===== src/rtl/dbus_pair_sequencer_pkg.sv =====
// dbus_pair_sequencer_pkg: bus request/response types and sequencer state encoding
package dbus_pair_sequencer_pkg;
    localparam int DBUS_ADDR_W = 32;
    localparam int DBUS_DATA_W = 32;
    typedef struct packed {
        logic                   valid;
        logic [DBUS_ADDR_W-1:0] addr;
        logic [1:0]             size;
        logic [3:0]             strobe;
        logic [DBUS_DATA_W-1:0] data;
    } dbus_req_t;
    typedef struct packed {
        logic                   addr_ok;
        logic                   data_ok;
        logic [DBUS_DATA_W-1:0] data;
    } dbus_resp_t;
    typedef struct packed {
        logic                     data_ok;
        logic [2*DBUS_DATA_W-1:0] data;
    } dbus_pair_resp_t;
    typedef enum logic [2:0] {IDLE, REQ1, WAIT1, REQ0, WAIT0, DONE} seq_state_t;
endpackage


===== src/rtl/dbus_lane_buf.sv =====
// dbus_lane_buf: per-lane request latch and returned-data capture register
module dbus_lane_buf
    import dbus_pair_sequencer_pkg::*;
#(
    parameter int ADDR_W = 32,
    parameter int DATA_W = 32
) (
    input  logic              clk,
    input  logic              reset,
    input  logic              i_load,
    input  logic              i_cap,
    input  dbus_req_t         i_req,
    input  logic [DATA_W-1:0] i_data,
    output dbus_req_t         o_req,
    output logic [DATA_W-1:0] o_data
);
    logic              r_valid;
    logic [ADDR_W-1:0] r_addr;
    logic [1:0]        r_size;
    logic [3:0]        r_strobe;
    logic [DATA_W-1:0] r_wdata;
    logic [DATA_W-1:0] r_rdata;
    // loading a new request clears the previous response so a skipped lane reads back 0
    always_ff @(posedge clk) begin
        if (reset) begin
            r_valid  <= 1'b0;
            r_addr   <= '0;
            r_size   <= '0;
            r_strobe <= '0;
            r_wdata  <= '0;
            r_rdata  <= '0;
        end else if (i_load) begin
            r_valid  <= i_req.valid;
            r_addr   <= i_req.addr;
            r_size   <= i_req.size;
            r_strobe <= i_req.strobe;
            r_wdata  <= i_req.data;
            r_rdata  <= '0;
        end else if (i_cap) begin
            r_rdata  <= i_data;
        end
    end
    assign o_req  = '{valid: r_valid, addr: r_addr, size: r_size, strobe: r_strobe, data: r_wdata};
    assign o_data = r_rdata;
endmodule


===== src/rtl/dbus_pair_sequencer.sv =====
// dbus_pair_sequencer: issues the older then younger lane request on one data bus and packs both replies
module dbus_pair_sequencer
    import dbus_pair_sequencer_pkg::*;
#(
    parameter int ADDR_W = 32,
    parameter int DATA_W = 32
) (
    input  logic                  clk,
    input  logic                  reset,
    input  dbus_req_t [1:0]       i_lreq,
    output dbus_pair_resp_t       o_lresp,
    output logic                  o_stall,
    output dbus_req_t             o_dreq,
    input  dbus_resp_t            i_dresp
);
    seq_state_t        r_state;
    dbus_req_t         w_req1;
    dbus_req_t         w_req0;
    dbus_req_t         w_sel;
    logic [DATA_W-1:0] w_data1;
    logic [DATA_W-1:0] w_data0;
    logic              w_load;
    logic              w_cap1;
    logic              w_cap0;
    logic              w_done;
    assign w_load = (r_state == IDLE) && (i_lreq[1].valid || i_lreq[0].valid);
    assign w_cap1 = i_dresp.data_ok && ((r_state == WAIT1) || ((r_state == REQ1) && i_dresp.addr_ok));
    assign w_cap0 = i_dresp.data_ok && ((r_state == WAIT0) || ((r_state == REQ0) && i_dresp.addr_ok));
    assign w_done = (r_state == DONE);
    dbus_lane_buf #(.ADDR_W(ADDR_W), .DATA_W(DATA_W)) u_lane1 (
        .clk    (clk),
        .reset  (reset),
        .i_load (w_load),
        .i_cap  (w_cap1),
        .i_req  (i_lreq[1]),
        .i_data (i_dresp.data),
        .o_req  (w_req1),
        .o_data (w_data1)
    );
    dbus_lane_buf #(.ADDR_W(ADDR_W), .DATA_W(DATA_W)) u_lane0 (
        .clk    (clk),
        .reset  (reset),
        .i_load (w_load),
        .i_cap  (w_cap0),
        .i_req  (i_lreq[0]),
        .i_data (i_dresp.data),
        .o_req  (w_req0),
        .o_data (w_data0)
    );
    always_ff @(posedge clk) begin
        if (reset) begin
            r_state <= IDLE;
        end else begin
            case (r_state)
                IDLE:        r_state <= i_lreq[1].valid ? REQ1 : (i_lreq[0].valid ? REQ0 : IDLE);
                REQ1, WAIT1: r_state <= w_cap1 ? (w_req0.valid ? REQ0 : DONE) : (i_dresp.addr_ok ? WAIT1 : r_state);
                REQ0, WAIT0: r_state <= w_cap0 ? DONE : (i_dresp.addr_ok ? WAIT0 : r_state);
                default:     r_state <= IDLE;
            endcase
        end
    end
    // dreq is driven purely from latched lane buffers and state, never from dresp
    assign w_sel   = ((r_state == REQ1) || (r_state == WAIT1)) ? w_req1 : w_req0;
    assign o_dreq  = '{valid: w_sel.valid && ((r_state == REQ1) || (r_state == REQ0)),
                       addr: w_sel.addr, size: w_sel.size, strobe: w_sel.strobe, data: w_sel.data};
    assign o_lresp = '{data_ok: w_done, data: w_done ? {w_data0, w_data1} : '0};
    assign o_stall = (r_state == IDLE) ? (i_lreq[1].valid || i_lreq[0].valid) : !w_done;
endmodule

===== config.mk =====
export PLATFORM = sky130hd
export DESIGN_NAME = dbus_pair_sequencer
export DESIGN_NICKNAME = d
export VERILOG_FILES = /design/src/rtl/dbus_pair_sequencer_pkg.sv /design/src/rtl/dbus_lane_buf.sv /design/src/rtl/dbus_pair_sequencer.sv
export SDC_FILE = /design/constraint.sdc
export NUM_CORES = 1
export LEC_CHECK = 0
export CAP_MARGIN = 20
export CELL_PAD_IN_SITES_DETAIL_PLACEMENT = 0
export CELL_PAD_IN_SITES_GLOBAL_PLACEMENT = 1
export CORE_MARGIN = 3
export CORE_UTILIZATION = 30
export CTS_CLUSTER_SIZE = 12
export DETAILED_ROUTE_END_ITERATION = 10
export GPL_TIMING_DRIVEN = 0
export PLACE_DENSITY_LB_ADDON = 0.1
export REMOVE_ABC_BUFFERS = 1
export SLEW_MARGIN = 20
export SYNTH_ARGS = -nofsm -noshare
export SYNTH_HDL_FRONTEND = slang
export SYNTH_SLANG_ARGS = --single-unit

===== constraint.sdc =====
create_clock -name clk -period 4.55 [get_ports clk]
set_input_delay 1.365 -clock clk [delete_from_list [all_inputs] [get_ports clk]]
set_output_delay 1.365 -clock clk [all_outputs]
set_load 0.03 [all_outputs]

==> metrics.md, run 1 <==
| Metric | Value |
|---|---|
| Status | complete, no violations |
| Hold_sp | u_lane0.r_wdata[1] |
| Worst path bufs/invs | 4 |
| Routed vias/inst | 5.188 |
| Vias in the first global route | 9,739 |
| Num CTS Buffers | 26 |
| Die W | 191.2 um |
| DRT iter0 DRCs | 427 |
| Initial antenna violation count | 7 |
| Max Freq | 0.2264 GHz |
| # hold bufs at CTS | 0 |
| Psw | 3.286 mW |
| Drt total wl | 36.51 mm |
| EDFF count, synth | 0 |
| Slew margin rel. | 50.34% |
| Sequential power share | 28.5% |
| Die height | 191.2 um |
| HP Class | register to register |
| LEAKAGE | 5.374 nW |
| FF+latch count, synth | 209 |
| Synth top cells by count | dfxtp_1 (209), nand3_1 (172), a21oi_1 (144), o21ai_0 (142), clkbuf_1 (85) |
| Largest cells by area after synthesis | dfxtp_1 (41%), nand3_1 (8.4%), a21oi_1 (7.0%) |
| P_int | 5.033 mW |
| Finished Layout Cells | 1,916 |
| Routed Antenna Nets | 0 |
| Synth Area in Adders | 0% |
| Tmin final | 4417 ps |
| Reg-to-Reg End | u_lane1.r_addr[3] |
| Comb power frac | 47.7% |
| Global-route wire length before repair | 56.41 mm |
| Commonest register cell after synthesis | dfxtp_1 |
| Post-synthesis instance total | 1,211 |
| Slowest-stage cell, CP | clkdlybuf4s50_1 |
| CTS max path bufs | 3 |
| Final Setup Violations | 0 |
| CTS tree | done |
| Worst-path fanout max | 16 |
| Clk_skew | 5.353 ps |
| Slew Viols, Final | 0 |
| I/O Pins | 315 |
| Clock power share | 23.8% |
| Root buf cell | clkbuf_16 |
| Sink Count | 209 |
| Share of cells above drive strength 1 | 12.61% |
| Pwr dens | 553.8 nW/um^2 |
| # Max-Cap Violations | 0 |
| Crit Path Class | register to primary output |
| Worst Tran Pin Value | 744.8 ps |
| Via count | 9,941 |
| Setup repair bufs after CTS | 0 |
| First-pass DRT Iterations | 5 |
| YS warnings | 0 |
| Register area | 4187 um^2 |
| Synth Area in XOR/XNOR | 0% |
| Largest family of logic cells by synthesized area | compound AO/OA/AOI/OAI gates |
| Pre-CTS setup slack | -260.5 ps |
| Setup WS post-layout | 133.3 ps |
| # placed instances | 1,867 |
| Overflow after GRT | 0 |
| Worst IR drop on VDD | 0.3680 mV |
| Worst R2R Path Depth | 5 |
| Crit path cell chain | nand2b_1, a21oi_4, buf_16, buf_16, buf_16, mux2_2, clkdlybuf4s50_1 |
| Most used cell, CP | buf_16 |
| Hold WS | 469.4 ps |
| Req. time, crit path | 3180 ps |
| Starting Density | 30.53% |
| Synth cell types | 43 |
| H-tree level count | 1 |
| Clk pin slew, worst setup/hold paths | 60 ps |
| Pin count of the biggest net entering global routing | 98 |
| Avg Cell Area, Syn | 8.497 um^2 |
| Synth Area in Simple Gates | 14.88% |
| Clock latency on the worst-skew pair | 530 ps |
| RePlAce Congestion | 0.7002 |
| Final period utilization | 97.07% |
| Sequential area share after synthesis | 40.66% |
| Fillers | 3,395 |
| Post-synthesis compound-gate area fraction | 25.51% |
| Layout Nets | 1,627 |
| Setup crit end kind | primary output |
| Site row count | 67 |
| Cell family with most CP delay | buffers and inverters |
| Final Hold Viols | 0 |
| Final setup TNS | 0 ps |
| Synthesis-to-layout area growth | 45.99% |
| Switching portion of total power | 39.50% |
| Top cell type's share of synthesized area | 40.66% |
| Half-perimeter wire length after placement | 23.22 mm |
| Multi-input logic area | 5349 um^2 |
| Hold Path End | u_lane0.r_wdata[1] |
| Global Route Usage Sum | 18.87% |
| Routed len/inst | 19.05 um |
| Multiplexer area fraction after synthesis | 10.87% |
| Worst r2r src | r_state[2] |
| CORE AREA | 33,700 um^2 |
| DRC | 0 |
| Cell type with the largest total area after synthesis | dfxtp_1 |
| Most common cell in the netlist | dfxtp_1 |
| Die area | 36,560 um^2 |
| CP Launch Type | register |
| Critical path arrival | 3050 ps |
| PortBufs | 314 |
| WHS Path Cells | 2 |
| R2r setup slk | 2190 ps |
| Async SR Flop Fraction | 0% |
| Mapped Area | 10,290 um^2 |
| Unrepaired setup endpoints after global routing | false |
| CP max stage delay | 660 ps |
-- final cells by class --
| class | count | area share [%] |
|---|---|---|
| multi-input cells | 822 | 35.61 |
| clock buffers | 41 | 5.172 |
| well taps | 448 | 3.731 |
| diodes | 1 | 0.01666 |
| clock inverters | 5 | 0.2415 |
| flip-flops and latches | 209 | 27.87 |
| inverters | 37 | 0.9412 |
| repair buffers | 353 | 26.42 |
-- timing repair --
item | 4_1_cts | 5_1_grt
pin swaps | 1 | 0
endpoints found under the setup margin | 30 | 1
gates resized for setup | 19 | 2
gates cloned | 2 | 0
-- kinds of logic after synthesis --
logic type / Yosys count
compound gates: 426
simple gates: 291
flops: 209
buf+inv: 182
mux: 103
-- layer usage --
metal  track usage [%]  share of wire (%)  up-vias
met2             30.37                 45      257
met5                 0               0.25        -
met4             3.443                1.6       12
met1             24.99                 45     4781
met3             6.125                8.2       48
li1                  -                  -     4843
-- how the worst max path moves through the flow --
stage,start,cells after the start,endpoint
floorplan,i_lreq[70],3,u_lane1.o_data[0]
finish,r_state[1],7,o_dreq[36]
global route,i_lreq[70],5,o_stall
global placement,reset,4,u_lane1.o_data[19]
detailed placement,i_lreq[70],5,o_stall
CTS,i_lreq[141],5,o_stall
-- worst min-delay path, cell delays in order (launching register included) --
cell and delay, ps:
dfxtp_1 300, o21ai_0 60, a21oi_1 60
-- per-stage QoR --
stage          utilization, %  power [mW]  cell area (um^2)
2_1_floorplan               -       4.539              9598
3_3_place_gp            39.47       4.894             13300
3_5_place_dp            42.17       6.447             14210
4_1_cts                 44.56       8.447             15020
5_1_grt                 44.58       8.804             15020
6_report                44.58       8.319             15020
-- registers in the layout, indices dropped and copies added (netlist names), 3 cells and up --
name	flops
r_state	3
u_lane1.r_wdata	32
u_lane1.r_addr	32
u_lane0.o_data	32
u_lane0.r_wdata	32
u_lane1.r_strobe	4
u_lane0.r_strobe	4
u_lane0.r_addr	32
u_lane1.o_data	32
-- placed cells by master, fill, tap and decap left out, types with 2 or more instances in the layout --
| master | count |
|---|---|
| clkdlybuf4s15_1 | 2 |
| clkbuf_8 | 7 |
| buf_16 | 19 |
| nand3_1 | 172 |
| inv_1 | 36 |
| o21ai_1 | 2 |
| a31oi_1 | 33 |
| clkbuf_1 | 8 |
| clkbuf_16 | 26 |
| o211ai_1 | 37 |
| o21ai_0 | 142 |
| or2_2 | 2 |
| a21oi_1 | 144 |
| buf_6 | 5 |
| buf_12 | 7 |
| a211o_1 | 32 |
| mux2_1 | 7 |
| dlygate4sd2_1 | 15 |
| buf_8 | 9 |
| nand2b_4 | 2 |
| nand2b_1 | 2 |
| clkinv_2 | 4 |
| nand2_1 | 37 |
| and2_1 | 64 |
| mux2i_1 | 33 |
| clkdlybuf4s50_1 | 296 |
| nor2_4 | 2 |
| mux2_2 | 63 |
| o211ai_2 | 28 |
| dfxtp_1 | 207 |
| dfxtp_2 | 2 |
-- power by group through the flow --
| stage | Sequential (mW) | Clock, mW | Combinational (mW) |
|---|---|---|---|
| after floorplan | 2.35 | 0 | 2.19 |
| after global placement | 2.26 | 0 | 2.63 |
| after detailed placement | 2.40 | 0 | 4.04 |
| after CTS | 2.37 | 2.06 | 4.02 |
| after global routing | 2.42 | 2.12 | 4.27 |
| final | 2.37 | 1.98 | 3.96 |
Power figures use the tool's default switching activity.
==> run 2, diff against run 1 <==
- CORE_UTILIZATION: 30 -> 37
==> run 2 against run 1 <==
Die area decreased by 18%; clock power decreased by 4%; sequential share of layout area increased by 0.25 points; worst setup slack improved by 34 ps; global-route usage increased by 3.0 points; core utilization increased by 10 points; critical path depth decreased by 1; combinational power decreased by 1%; power decreased by 1.4%; critical endpoint is now o_dreq[59]; largest power group unchanged; highest routed layer unchanged.
==> metrics.md, run 2 (synthesis gave the netlist of run 1 again) <==
| Metric | Value |
|---|---|
| Layout Nets | 1,628 (was 1,627) |
| Initial antenna violation count | 5 (was 7) |
| Drt total wl | 34.58 mm (was 36.51 mm) |
| Die height | 172.8 um (was 191.2 um) |
| Overflow after GRT | 0 (unchanged) |
| # hold bufs at CTS | 0 (unchanged) |
| Unrepaired setup endpoints after global routing | false (unchanged) |
| Sink Count | 209 (unchanged) |
| RePlAce Congestion | 0.7537 (was 0.7002) |
| Setup crit end kind | primary output (unchanged) |
| Via count | 9,903 (was 9,941) |
| Final Hold Viols | 0 (unchanged) |
| Global-route wire length before repair | 54.73 mm (was 56.41 mm) |
| Crit Path Class | register to primary output (unchanged) |
| Final setup TNS | 0 ps (unchanged) |
| Die W | 172.8 um (was 191.2 um) |
| DRC | 0 (unchanged) |
| Max Freq | 0.2282 GHz (was 0.2264 GHz) |
| Global Route Usage Sum | 21.87% (was 18.87%) |
| Slew margin rel. | 47.69% (was 50.34%) |
| First-pass DRT Iterations | 5 (unchanged) |
| Share of cells above drive strength 1 | 12.85% (was 12.61%) |
| Routed Antenna Nets | 0 (unchanged) |
| LEAKAGE | 5.293 nW (was 5.374 nW) |
| Critical path arrival | 3020 ps (was 3050 ps) |
| PortBufs | 314 (unchanged) |
| Vias in the first global route | 9,564 (was 9,739) |
| Routed vias/inst | 5.382 (was 5.188) |
| CORE AREA | 27,180 um^2 (was 33,700 um^2) |
| Clk_skew | 11.59 ps (was 5.353 ps) |
| Setup WS post-layout | 167.3 ps (was 133.3 ps) |
| Routed len/inst | 18.79 um (was 19.05 um) |
| Finished Layout Cells | 1,840 (was 1,916) |
| Crit path cell chain | nand2b_1, a21oi_4, buf_12, buf_16, mux2_2, clkdlybuf4s50_1 (was nand2b_1, a21oi_4, buf_16, buf_16, buf_16, mux2_2, clkdlybuf4s50_1) |
| CP max stage delay | 640 ps (was 660 ps) |
| Half-perimeter wire length after placement | 22.22 mm (was 23.22 mm) |
| Num CTS Buffers | 25 (was 26) |
| Final period utilization | 96.32% (was 97.07%) |
| Status | complete, no violations (unchanged) |
| Pwr dens | 551.0 nW/um^2 (was 553.8 nW/um^2) |
| Most frequent cells in the layout | clkdlybuf4s50_1 (310), dfxtp_1 (208), nand3_1 (172) (was clkdlybuf4s50_1 (296), dfxtp_1 (207), nand3_1 (172)) |
| Pin count of the biggest net entering global routing | 74 (was 98) |
| HP Class | register to register (unchanged) |
| CTS tree | done (unchanged) |
| Root buf cell | clkbuf_16 (unchanged) |
| Final core occ | 54.77% (was 44.58%) |
| Die area | 29,850 um^2 (was 36,560 um^2) |
| CTS max path bufs | 3 (unchanged) |
| Site row count | 60 (was 67) |
| H-tree level count | 1 (unchanged) |
| Commonest non-fill, non-tap cell in the layout | clkdlybuf4s50_1 (unchanged) |
| Hold WS | 472.3 ps (was 469.4 ps) |
| Tmin final | 4383 ps (was 4417 ps) |
| Clk pin slew, worst setup/hold paths | 50 ps (was 60 ps) |
| Pre-CTS setup slack | -719.0 ps (was -260.5 ps) |
| Worst IR drop on VDD | 0.3204 mV (was 0.3680 mV) |
| CP Launch Type | register (unchanged) |
| Worst Tran Pin Value | 784.6 ps (was 744.8 ps) |
| Clock latency on the worst-skew pair | 510 ps (was 530 ps) |
| Slew Viols, Final | 0 (unchanged) |
| Synthesis-to-layout area growth | 44.66% (was 45.99%) |
| Final Setup Violations | 0 (unchanged) |
| DRT iter0 DRCs | 648 (was 427) |
| Worst-path fanout max | 20 (was 16) |
| I/O Pins | 315 (unchanged) |
| # Max-Cap Violations | 0 (unchanged) |
| Starting Density | 37.86% (was 30.53%) |
| # placed instances | 1,787 (was 1,867) |
| Slowest-stage cell, CP | clkdlybuf4s50_1 (unchanged) |
| Req. time, crit path | 3180 ps (about the same) |
run 2: area by class of cell:
type                            instances  area, um^2
Clock buffer                           35       743.2
Multi-Input combinational cell        823        5360
Inverter                               37       141.4
Tap cell                              372       465.4
Antenna cell                            5       12.51
Sequential cell                       209        4185
Clock inverter                          5       25.02
Timing Repair Buffer                  354        3953
Fill cell                            2533       12290
run 2: layer usage:
metal / wire (um) / GRT usage (%)
met5: 21 / 0
met4: 648 / 5.000
met3: 2348 / 6.368
met2: 16250 / 35.20
met1: 15320 / 29.18
run 2: power breakdown:
group	internal (mW)	switching, mW
registers	2.18	0.194
logic	1.67	2.25
clock network	1.12	0.778
total	4.98	3.22
run 2: final timing paths:
check	startpoint	to	slack (ps)	cells after the start
max	r_state[0]	o_dreq[59]	170	6
min	u_lane0.r_addr[21]	u_lane0.r_addr[21]	470	2
max reg2reg	r_state[2]	u_lane1.o_data[12]	2070	6
min reg2reg	u_lane0.r_addr[21]	u_lane0.r_addr[21]	470	2
run 2: through the flow:
stage               cell area (um^2)  total power, mW
detailed placement             14040            6.272
global route                   14880            8.647
floorplan                       9598            4.539
finish                         14890            8.202
CTS                            14870            8.269
global placement               13210            4.904
run 2: worst max-delay path: cells and delay by family (launching register included):
family	cells	cell delay, ps
flip-flops	1	630
buffers and inverters	3	970
multiplexers	1	350
AND/OR/NAND/NOR	1	290
AO/OA/AOI/OAI	1	240
run 2: repair_timing:
| item | CTS | global route |
|---|---|---|
| cloned | 2 | 1 |
| pin swaps | 2 | 0 |
| resized for setup | 6 | 2 |
| endpoints found under the setup margin | 71 | 5 |
| endpoints found under the hold margin | 0 | 0 |
| setup buffers | 5 | 0 |
==> run 3, diff against run 2 <==
- TNS_END_PERCENT: not set -> 5
==> run 3 against run 2 <==
Clock-buffer cell count unchanged; core utilization about the same; clock skew up 3.4 ps; non-clock buffer count did not move; sequential cell count did not move; sequential power is essentially flat; register-to-register slack about the same; critical path depth unchanged; combinational power is essentially flat; power is 0.18% lower; critical endpoint unchanged.
==> metrics.md, run 3 (synthesis gave the netlist of run 1 again) <==
| Metric | Value |
|---|---|
| R2r setup slk | 2070 ps (about the same) |
| Die area | 29,850 um^2 (unchanged) |
| Half-perimeter wire length after placement | 22.22 mm (unchanged) |
| CP Launch Type | register (unchanged) |
| Clk pin slew, worst setup/hold paths | 60 ps (was 50 ps) |
| Die W | 172.8 um (unchanged) |
| Num CTS Buffers | 25 (unchanged) |
| Root buf cell | clkbuf_16 (unchanged) |
| Global Route Usage Sum | 21.87% (unchanged) |
| Req. time, crit path | 3180 ps (about the same) |
| Critical path arrival | 3020 ps (about the same) |
| Die height | 172.8 um (unchanged) |
| H-tree level count | 1 (unchanged) |
| RePlAce Congestion | 0.7537 (unchanged) |
| Synthesis-to-layout area growth | 44.59% (was 44.66%) |
| Most frequent cells in the layout | clkdlybuf4s50_1 (310), dfxtp_1 (207), nand3_1 (172) (was clkdlybuf4s50_1 (310), dfxtp_1 (208), nand3_1 (172)) |
| LEAKAGE | 5.291 nW (was 5.293 nW) |
| Tmin final | 4383 ps (about the same) |
| Commonest non-fill, non-tap cell in the layout | clkdlybuf4s50_1 (unchanged) |
| Sink Count | 209 (unchanged) |
| Overall power | 8.187 mW (was 8.202 mW) |
| Unrepaired setup endpoints after global routing | false (unchanged) |
| DRT iter0 DRCs | 688 (was 648) |
| Status | complete, no violations (unchanged) |
| Final Setup Violations | 0 (unchanged) |
| # hold bufs at CTS | 0 (unchanged) |
| Drt total wl | 34.43 mm (was 34.58 mm) |
| CTS max path bufs | 3 (unchanged) |
| Worst r2r src | r_state[2] (unchanged) |
| Site row count | 60 (unchanged) |
| CTS tree | done (unchanged) |
| Routed vias/inst | 5.389 (was 5.382) |
| Final period utilization | 96.34% (was 96.32%) |
| First-pass DRT Iterations | 5 (unchanged) |
| Worst R2R Path Depth | 6 (unchanged) |
| Clock latency on the worst-skew pair | 510 ps (about the same) |
| # Max-Cap Violations | 0 (unchanged) |
| I/O Pins | 315 (unchanged) |
| Overflow after GRT | 0 (unchanged) |
| Final Cell Area | 14,880 um^2 (was 14,890 um^2) |
| Share of cells above drive strength 1 | 12.86% (was 12.85%) |
| Routed Antenna Nets | 0 (unchanged) |
| DRC | 0 (unchanged) |
| Reg-to-Reg End | u_lane1.o_data[10] (was u_lane1.o_data[12]) |
| Hold WS | 470.8 ps (was 472.3 ps) |
| HP Class | register to register (unchanged) |
| Layout Nets | 1,627 (was 1,628) |
| Initial antenna violation count | 5 (unchanged) |
| Starting Density | 37.86% (unchanged) |
| Global-route wire length before repair | 54.73 mm (unchanged) |
| Worst IR drop on VDD | 0.3271 mV (was 0.3204 mV) |
| Crit Path Class | register to primary output (unchanged) |
| Slew Viols, Final | 0 (unchanged) |
| Pin count of the biggest net entering global routing | 74 (unchanged) |
| CORE AREA | 27,180 um^2 (unchanged) |
| Final core occ | 54.75% (was 54.77%) |
| Vias in the first global route | 9,564 (unchanged) |
| PortBufs | 314 (unchanged) |
| Final Hold Viols | 0 (unchanged) |
| Setup crit end kind | primary output (unchanged) |
| Max Freq | 0.2281 GHz (was 0.2282 GHz) |
| # placed instances | 1,787 (unchanged) |
| Slew margin rel. | 45.62% (was 47.69%) |
| Dpl cell area | 14,040 um^2 (unchanged) |
| Routed len/inst | 18.72 um (was 18.79 um) |
| Worst Tran Pin Value | 815.7 ps (was 784.6 ps) |
| Pwr dens | 550.3 nW/um^2 (was 551.0 nW/um^2) |
| Critical Path Sink | o_dreq[59] (unchanged) |
| Via count | 9,910 (was 9,903) |
| Origin of the worst setup path | r_state[1] (was r_state[0]) |
| Finished Layout Cells | 1,839 (was 1,840) |
| Worst-path fanout max | 34 (was 20) |
| Clk_skew | 15.00 ps (was 11.59 ps) |
==> run 3: cell count changes in the layout (fill, tap and decap cells not counted) <==
cell / before / now
dfxtp_2: 1 / 2
nand2b_2: 2 / 1
dfxtp_1: 208 / 207
==> run 3: stage by stage <==
stage,setup slack (ps),setup TNS [ps]
after global placement,-7064,-1467930
final,166.7,0
after floorplan,-1917,-314180
after global routing,48.14,0
after detailed placement,-719.0,-3836
after CTS,63.03,0
==> run 3: metal layers <==
layer / routed length (um) / track usage, %
met2: 16010 / 35.20
met4: 648 / 5.000
met3: 2478 / 6.368
met5: 21 / 0
met1: 15270 / 29.18
==> run 3: timing repair <==
item | CTS | global route
setup endpoints to repair | 71 | 5
gates resized for setup | 6 | 3
endpoints found under the hold margin | 0 | 0
pin swaps | 2 | 0
setup buffers | 5 | 0
cloned | 2 | 0
==> run 3: worst min-delay path by stage <==
stage                            start            endpoint  slack [ps]  depth (start not counted)
global placement    u_lane1.r_addr[13]  u_lane1.r_addr[13]         460                          2
finish              u_lane0.r_addr[17]  u_lane0.r_addr[17]         470                          2
CTS                 u_lane0.r_addr[17]  u_lane0.r_addr[17]         470                          2
detailed placement   u_lane1.r_addr[5]   u_lane1.r_addr[5]         460                          2
floorplan            u_lane0.r_addr[3]   u_lane0.r_addr[3]         440                          2
global route        u_lane1.r_addr[22]  u_lane1.r_addr[22]         490                          2
==> run 3: critical path, stage by stage, from the launching register on <==
cell and delay (ps):
dfxtp_2 550, nand2b_4 340, a21oi_4 260, buf_12 160, buf_16 170, mux2_2 350, clkdlybuf4s50_1 640
==> run 3: area by class of cell <==
class,count,area (um^2)
inverter,37,141.4
timing repair buffer,354,3953
sequential,209,4187
antenna,5,12.51
multi-input combinational,822,5351
clock inverter,5,25.02
tap,372,465.4
clock buffer,35,743.2
fill,2532,12300
==> run 3: power breakdown <==
| group | total (mW) | internal, mW | switching (mW) |
|---|---|---|---|
| Combinational | 3.91 | 1.67 | 2.24 |
| Sequential | 2.38 | 2.19 | 0.191 |
| Clock | 1.90 | 1.12 | 0.775 |
